--- config.mk ---
export PLATFORM = sky130hd
export DESIGN_NAME = spi_bus_arbiter
export DESIGN_NICKNAME = d
export VERILOG_FILES = /design/src/rtl/spi_bus_arbiter.sv
export SDC_FILE = /design/constraint.sdc
export NUM_CORES = 1
export LEC_CHECK = 0
export ABC_AREA = 1
export BUFFER_PORTS_ARGS = -buffer_cell sky130_fd_sc_hd__buf_2
export CORE_MARGIN = 3
export CORE_UTILIZATION = 43
export DETAILED_ROUTE_END_ITERATION = 10
export HOLD_SLACK_MARGIN = 0.03
export PLACE_DENSITY = 0.74
export SLEW_MARGIN = 40
export SYNTH_ARGS = -nofsm -noshare
export SYNTH_HDL_FRONTEND = slang
export SYNTH_SLANG_ARGS = --single-unit
export TNS_END_PERCENT = 20
--- constraint.sdc ---
create_clock -name clk -period 1.76 [get_ports clk]
set_clock_uncertainty 0.15 [all_clocks]
set_input_delay 0.176 -clock clk [delete_from_list [all_inputs] [get_ports clk]]
set_output_delay 0.176 -clock clk [all_outputs]
set_load 0.02 [all_outputs]
--- src/rtl/spi_bus_arbiter.sv ---
// Round-robin arbiter sharing one SPI master engine between N requesters.
// Optional WAIT-state abort timer is enabled by defining SPI_ARB_TIMEOUT_EN.
module spi_bus_arbiter #(
    parameter int N           = 4,
    parameter int IDX_W       = 2,
    parameter int DW          = 16,
    parameter int TIMEOUT_CYC = 1024
) (
    input  logic              clk,
    input  logic              rst_n,
    input  logic [N-1:0]      req,
    input  logic [N*DW-1:0]   tx_data,
    output logic [N-1:0]      grant,
    output logic [N-1:0]      done,
    output logic [DW-1:0]     rx_data,
    output logic              err,
    output logic              m_start,
    output logic [DW-1:0]     m_tx_data,
    output logic [IDX_W-1:0]  m_sel,
    input  logic              m_done,
    input  logic [DW-1:0]     m_rx_data
);

    localparam logic [1:0] S_IDLE  = 2'd0;
    localparam logic [1:0] S_ISSUE = 2'd1;
    localparam logic [1:0] S_WAIT  = 2'd2;
    localparam logic [1:0] S_DONE  = 2'd3;

    if (IDX_W != $clog2(N) || N < 2 || N > 8 || TIMEOUT_CYC < 1) begin : g_param_check
        $error("spi_bus_arbiter: inconsistent parameters");
    end

    logic [1:0]       state;
    logic [IDX_W-1:0] ptr;
    logic [IDX_W-1:0] win;
    logic [N-1:0]     win_onehot;
    logic [IDX_W-1:0] ptr_next;
    logic             found;
    int               cand;

    // First set request at or after the pointer, wrapping from N-1 back to 0.
    always_comb begin
        win   = ptr;
        found = 1'b0;
        cand  = 0;
        for (int i = 0; i < N; i++) begin
            cand = int'(ptr) + i;
            if (cand >= N) cand = cand - N;
            if (!found && req[cand]) begin
                found = 1'b1;
                win   = IDX_W'(cand);
            end
        end
    end

    always_comb begin
        win_onehot = N'(1) << win;
        ptr_next   = (m_sel == IDX_W'(N - 1)) ? '0 : m_sel + 1'b1;
    end

`ifdef SPI_ARB_TIMEOUT_EN
    localparam int              TMO_W    = (TIMEOUT_CYC > 1) ? $clog2(TIMEOUT_CYC) : 1;
    localparam logic [TMO_W-1:0] TMO_LAST = TMO_W'(TIMEOUT_CYC - 1);

    logic [TMO_W-1:0] tmo_cnt;
`endif

    always_ff @(posedge clk or negedge rst_n) begin
        if (!rst_n) begin
            state     <= S_IDLE;
            ptr       <= '0;
            grant     <= '0;
            done      <= '0;
            rx_data   <= '0;
            m_start   <= 1'b0;
            m_tx_data <= '0;
            m_sel     <= '0;
`ifdef SPI_ARB_TIMEOUT_EN
            err       <= 1'b0;
            tmo_cnt   <= '0;
`endif
        end else begin
            m_start <= 1'b0;
            done    <= '0;
`ifdef SPI_ARB_TIMEOUT_EN
            err     <= 1'b0;
`endif
            case (state)
                S_IDLE: begin
                    if (found) begin
                        m_sel     <= win;
                        m_tx_data <= tx_data[win*DW +: DW];
                        grant     <= win_onehot;
                        state     <= S_ISSUE;
                    end
                end
                S_ISSUE: begin
                    m_start <= 1'b1;
`ifdef SPI_ARB_TIMEOUT_EN
                    tmo_cnt <= '0;
`endif
                    state   <= S_WAIT;
                end
`ifdef SPI_ARB_TIMEOUT_EN
                S_WAIT: begin
                    if (m_done) begin
                        rx_data <= m_rx_data;
                        done    <= grant;
                        state   <= S_DONE;
                    end else if (tmo_cnt == TMO_LAST) begin
                        // Aborted frame: report it but keep the previous rx_data.
                        done    <= grant;
                        err     <= 1'b1;
                        state   <= S_DONE;
                    end else begin
                        tmo_cnt <= tmo_cnt + 1'b1;
                    end
                end
`else
                S_WAIT: begin
                    if (m_done) begin
                        rx_data <= m_rx_data;
                        done    <= grant;
                        state   <= S_DONE;
                    end
                end
`endif
                S_DONE: begin
                    grant <= '0;
                    ptr   <= ptr_next;
                    state <= S_IDLE;
                end
                default: state <= S_IDLE;
            endcase
        end
    end

`ifndef SPI_ARB_TIMEOUT_EN
    assign err = 1'b0;
`endif

endmodule
== Word-level counts from Yosys, hierarchy flattened ==
Index checks and enable logic that the tools add are counted.
Widths: inputs -> output; s select.

* Output and inout bits: 44
* Register bits after elaboration: 47

* Reduce and logical (&&, ||, !) cells: 12
* Order comparisons: 8
* Shift-type cells: 2
* Add/sub/neg operators: 8
* Muxes and demuxes: 33
* Equality and inequality tests: 6

{| class="wikitable"
|+ Operators with widths
! cell !! number
|-
| $lt 32x4->1 const B || 4
|-
| $mux 32 || 4
|-
| $shiftx 64x7->16 || 1
|-
| $mux 2 || 7
|-
| $mux 1 || 13
|-
| $mux 4 || 3
|-
| $sub 3x3->4 const B || 3
|-
| $ge 3x3->1 const B || 3
|-
| $bmux 1 s2 || 4
|-
| $pmux 2 s4 || 1
|-
| $pmux 4 s2 || 1
|-
| $reduce_and 2->1 || 4
|-
| $add 2x2->3 const B || 2
|-
| $eq 2x2->1 const B || 3
|-
| $ne 2x2->1 const B || 2
|-
| $shl 1x2->4 const A || 1
|-
| $sub 2x3->4 const B || 1
|-
| $add 2x1->3 const B || 1
|-
| $ge 2x3->1 const B || 1
|-
| $logic_and 1x1->1 || 3
|-
| $logic_not 1->1 || 3
|-
| $add 2x1->2 const B || 1
|-
| $eq 2x1->1 const B || 1
|-
| $logic_not 2->1 || 1
|-
| $reduce_bool 2->1 || 1
|}

== Depth between registers and ports, before layout ==
* Word-level depth: 18
* Mapped depth: 17

== Least setup slack after synthesis ==
Ideal clock, no wire load.

* Path type: register to register
* Start point: register ptr[0]
* End point: register m_tx_data[15]
* Slack: -159 ps
* Buffers on the path: 2
* Stages on the path, launching flop included: 15
* Required time: 1493 ps
* Arrival: 1652 ps
* Setup time: 117 ps
* Cell sequence: dfrtp_1 > inv_2 > buf_6 > nand2_1 > nand2_1 > nand2_1 > nand2_2 > nand4_4 > nand3_1 > nand2_2 > buf_4 > nand2_1 > nand2_1 > nand2_1 > nand2_1

* Word-level cells in the longest chain between the ends: 16

{| class="wikitable"
|+ RTL lines
! what !! line !! source
|-
| start: declaration || 34 || <nowiki>logic [IDX_W-1:0] ptr;</nowiki>
|-
| start signal: assignment || 130 || <nowiki>ptr <= ptr_next;</nowiki>
|-
| parallel branches: the longest is 16 deep, another holds $sub 3x3->4 || -- ||
|-
| end signal: assignment || 92 || <nowiki>m_tx_data <= tx_data[win*DW +: DW];</nowiki>
|-
| end: declaration || 18 || <nowiki>output logic [DW-1:0] m_tx_data,</nowiki>
|}

Several ways; the timed one is not identified. The select of a mux whose other input is x is not followed.
A chain may end at the register's enable or synchronous reset.

== Worst setup path in the final report ==
* Start point: register ptr[0]
* End point: register m_tx_data[2]

Same word-level chain as after synthesis.

==> impl_metrics.tcl <==
set metrics [dict create \
    dpl.hpwl_mm 6.43 \
    dp_slack_ns -0.314 \
    path_depth 14 \
    r2r_cells 14 \
    vias 3632 \
    htreeDepth 2 \
    worstSetupEndpoint "m_tx_data[2]$_DFFE_PN0P_" \
    drc 0 \
    antenna_found_initial 0 \
    final_util 0.722 \
    fin_ws_ns -0.486 \
    worstPathArrival_ns 2.30 \
    drtAntennaViolNets 0 \
    crit_start "ptr[0]$_DFFE_PN0P_" \
    initial_core_util 0.456 \
    ys_ff_latch 47 \
    regArea_um2 1180 \
    multiInputGateArea_um2 1930 \
    drv_cap 0 \
    fill_cells 473 \
    synth.top_cell.area_share 0.392 \
    die_area_um2 8010 \
    r2r-start "ptr[0]$_DFFE_PN0P_" \
    dieWidth_um 89.5 \
    cts.sinks 47 \
    leakagePower_nw 2.63 \
    synth_xor_area_frac 0 \
    yosys.area_share.adder 0.0250 \
    worstReg2RegEnd "m_tx_data[2]$_DFFE_PN0P_" \
    layout.nets 686 \
    pin_count 131 \
    dr.pass1.iters 6 \
    clk_latency_ns 0.31 \
    cts_tree "done" \
    ys_seq_area_frac 0.392 \
    first_iter_violations 250 \
    synth_area_leaders "dfrtp_1, nand2_1, nand3_1" \
    grt-ovfl-total 0 \
    synth_mux_area_frac 0.0601 \
    hold_viol_final 0 \
    critPathMaxStageDelay_ns 0.44 \
    synthSimpleGateAreaFrac 0.417 \
    area_growth_syn_to_layout_pct 58.1 \
    vias_per_cell 5.29 \
    tightestPinTransition_ns 0.545 \
    cts_max_path_buffers 2 \
    postSynthAreaPerCell_um2 7.29 \
    synth_area_leader_cell "dfrtp_1" \
    die_y_um 89.5 \
    cts_buffers 5 \
    min_period_ns 2.25 \
    start_kind "flop" \
    critPathCaptureType "flop" \
    synth_cell_types 26 \
    rows 29 \
    cts_root_buf "clkbuf_8" \
    wl_per_cell_um 16.3 \
    grt_pass1_wl_mm 16.4 \
    ff2ff_setup_slack_ns -0.49 \
    grt_max_degree 34 \
    coreArea_um2 6570 \
    globalplace.congestion 0.910 \
    slew_violations 0 \
    layout-drive-gt1-share 0.456 \
    cp_slowest_cell "dfrtp_2" \
    status "complete, but fails checks" \
    rsz0062_at_grt "yes" \
    synthCells 411 \
    synth_compound_area_frac 0.0271 \
    setup_tns_ns -9.59 \
    cp_top_family "simple AND/OR/NAND/NOR gates" \
    hp-class "input port to flop" \
    slew_headroom 0.637 \
    path_max_fanout 7 \
    wl_mm 11.2 \
    yosysWarningCount 0 \
    crit_top_cell "nand2_1" \
    cp_data_required_time_ns 1.82 \
    ir_drop_v 0.00105 \
    violations "setup timing" \
    diodes 0 \
    holdWs_ns 0.105 \
    finalSetupViolCount 24 \
    total_power_mw 10.8 \
    synth.net_count 504 \
    crit_chain "buf_6 > buf_6 > nand2_1 > nand2_1 > nand2_1 > nand2_2 > nand4_4 > buf_12 > nand3_4 > nand2_8 > nand2_1 > nand2_1 > nand2_1 > nand2_1" \
    io_buffers 129 \
    path_buf_inv 3 \
    grt_usage 0.267 \
    worstSetupPathType "flop to flop" \
    grt_pass1_vias 3516 \
    synth_top_family_by_area "simple AND/OR/NAND/NOR gates" \
    max_freq_mhz 445 \
    synth_area_um2 3000 \
    fin_crit_sh 1.28 \
    power_density_nw_per_um2 2290 \
    clkTransAtPathRegs_ns 0.09 \
]
cell usage in the layout, fill, tap and decap left out, types with 2 or more instances in the layout:
cell type      Yosys  final
inv_2              5      3
nand2_2           11     31
buf_12             0      7
inv_4              1      3
dfrtp_1           47     45
clkbuf_8           0      5
nand3_2            2      9
o21ai_1            3      5
o22ai_1            4      3
buf_16             0      2
nand3_4            0      4
buf_4              6     29
buf_6              5      6
dlygate4sd3_1      0     17
mux2_2            16     16
dfrtp_2            0      2
o21ai_0            5      3
nand3_1           77     66
inv_1             13     13
buf_2              9    129
ha_1               6      6
bufinv_16          0      2
nor2_1             5      5
nand2_1          185    156
nand2_4            1     11
nand2_8            0      6
metrics by stage:
step | cell area, µm² | instances
6_report | 4740 | 687
5_1_grt | 4740 | 687
4_1_cts | 4580 | 679
3_5_place_dp | 3880 | 633
3_3_place_gp | 3880 | 633
2_1_floorplan | 3040 | 411
power breakdown:
part           internal (mW)  switching [mW]  total, mW
registers               1.58           0.319       1.90
clock network          0.568           0.390      0.958
logic                   3.09            4.91       7.99
synthesized netlist by cell type:
cell	n
mux2_2	16
nor2_4	1
o31ai_1	1
nand4_2	1
dfrtp_1	47
nand4_1	1
o21ai_0	5
buf_2	9
nand3_1	77
o21ai_1	3
clkbuf_1	3
nand2_2	11
buf_6	5
nor2_1	5
o22ai_1	4
inv_4	1
inv_2	5
buf_4	6
nand2_1	185
nand3_2	2
o21ai_2	1
nand2_4	1
inv_1	13
ha_1	6
nand4_4	1
conb_1	1
worst min path at each step:
stage            from                        to  slack [ns]  depth (start not counted)
6_report       m_done      state[1]$_DFFE_PN0P_        0.11                          4
5_1_grt        m_done      state[0]$_DFFE_PN0P_        0.11                          4
3_5_place_dp    rst_n  m_tx_data[7]$_DFFE_PN0P_        0.03                          1
3_3_place_gp    rst_n    rx_data[9]$_DFFE_PN0P_        0.04                          1
2_1_floorplan   rst_n         done[0]$_DFF_PN0_       -0.27                          0
4_1_cts        m_done      state[0]$_DFFE_PN0P_         0.1                          4
routing by layer:
layer / wire, µm / GRT usage / share of wire
met5: 0 / 0 / 0
met4: 493 / 0.141 / 0.044
met3: 745 / 0.0452 / 0.067
met2: 5620 / 0.474 / 0.50
met1: 4320 / 0.307 / 0.39
sequential cells by signal (all words and copies together) (netlist names):
register	flops
m_sel	2
grant	4
done	4
m_tx_data	16
state	2
rx_data	16
m_start	1
ptr	2
cell type report:
class | count | area share
Clock buffer | 6 | 0.0153
Clock inverter | 2 | 0.0127
Inverter | 19 | 0.0166
Multi-Input combinational cell | 329 | 0.407
Sequential cell | 47 | 0.249
Tap cell | 93 | 0.0245
Timing Repair Buffer | 190 | 0.273
Timing Repair inverter | 1 | 0.00158
logic make-up after synthesis:
kind of cell	Yosys count
DFF	47
adders and majority gates	6
muxes	16
AOI/OAI and AO/OA	14
buffers and inverters	42
other	1
and+or+nand+nor	285
worst min-delay path, stage by stage:
cell and delay, ns:
buf_2 0.09, o21ai_0 0.08, inv_1 0.10, o21ai_1 0.07
repair_timing:
item,4_1_cts,5_1_grt
pin swaps,32,8
setup endpoints to repair,24,24
cloned,10,1
buffers inserted,11,7
hold endpoints to repair,36,0
hold buffers,17,0
resized for setup,46,23
Note: power is estimated with default switching activity, not from simulation.
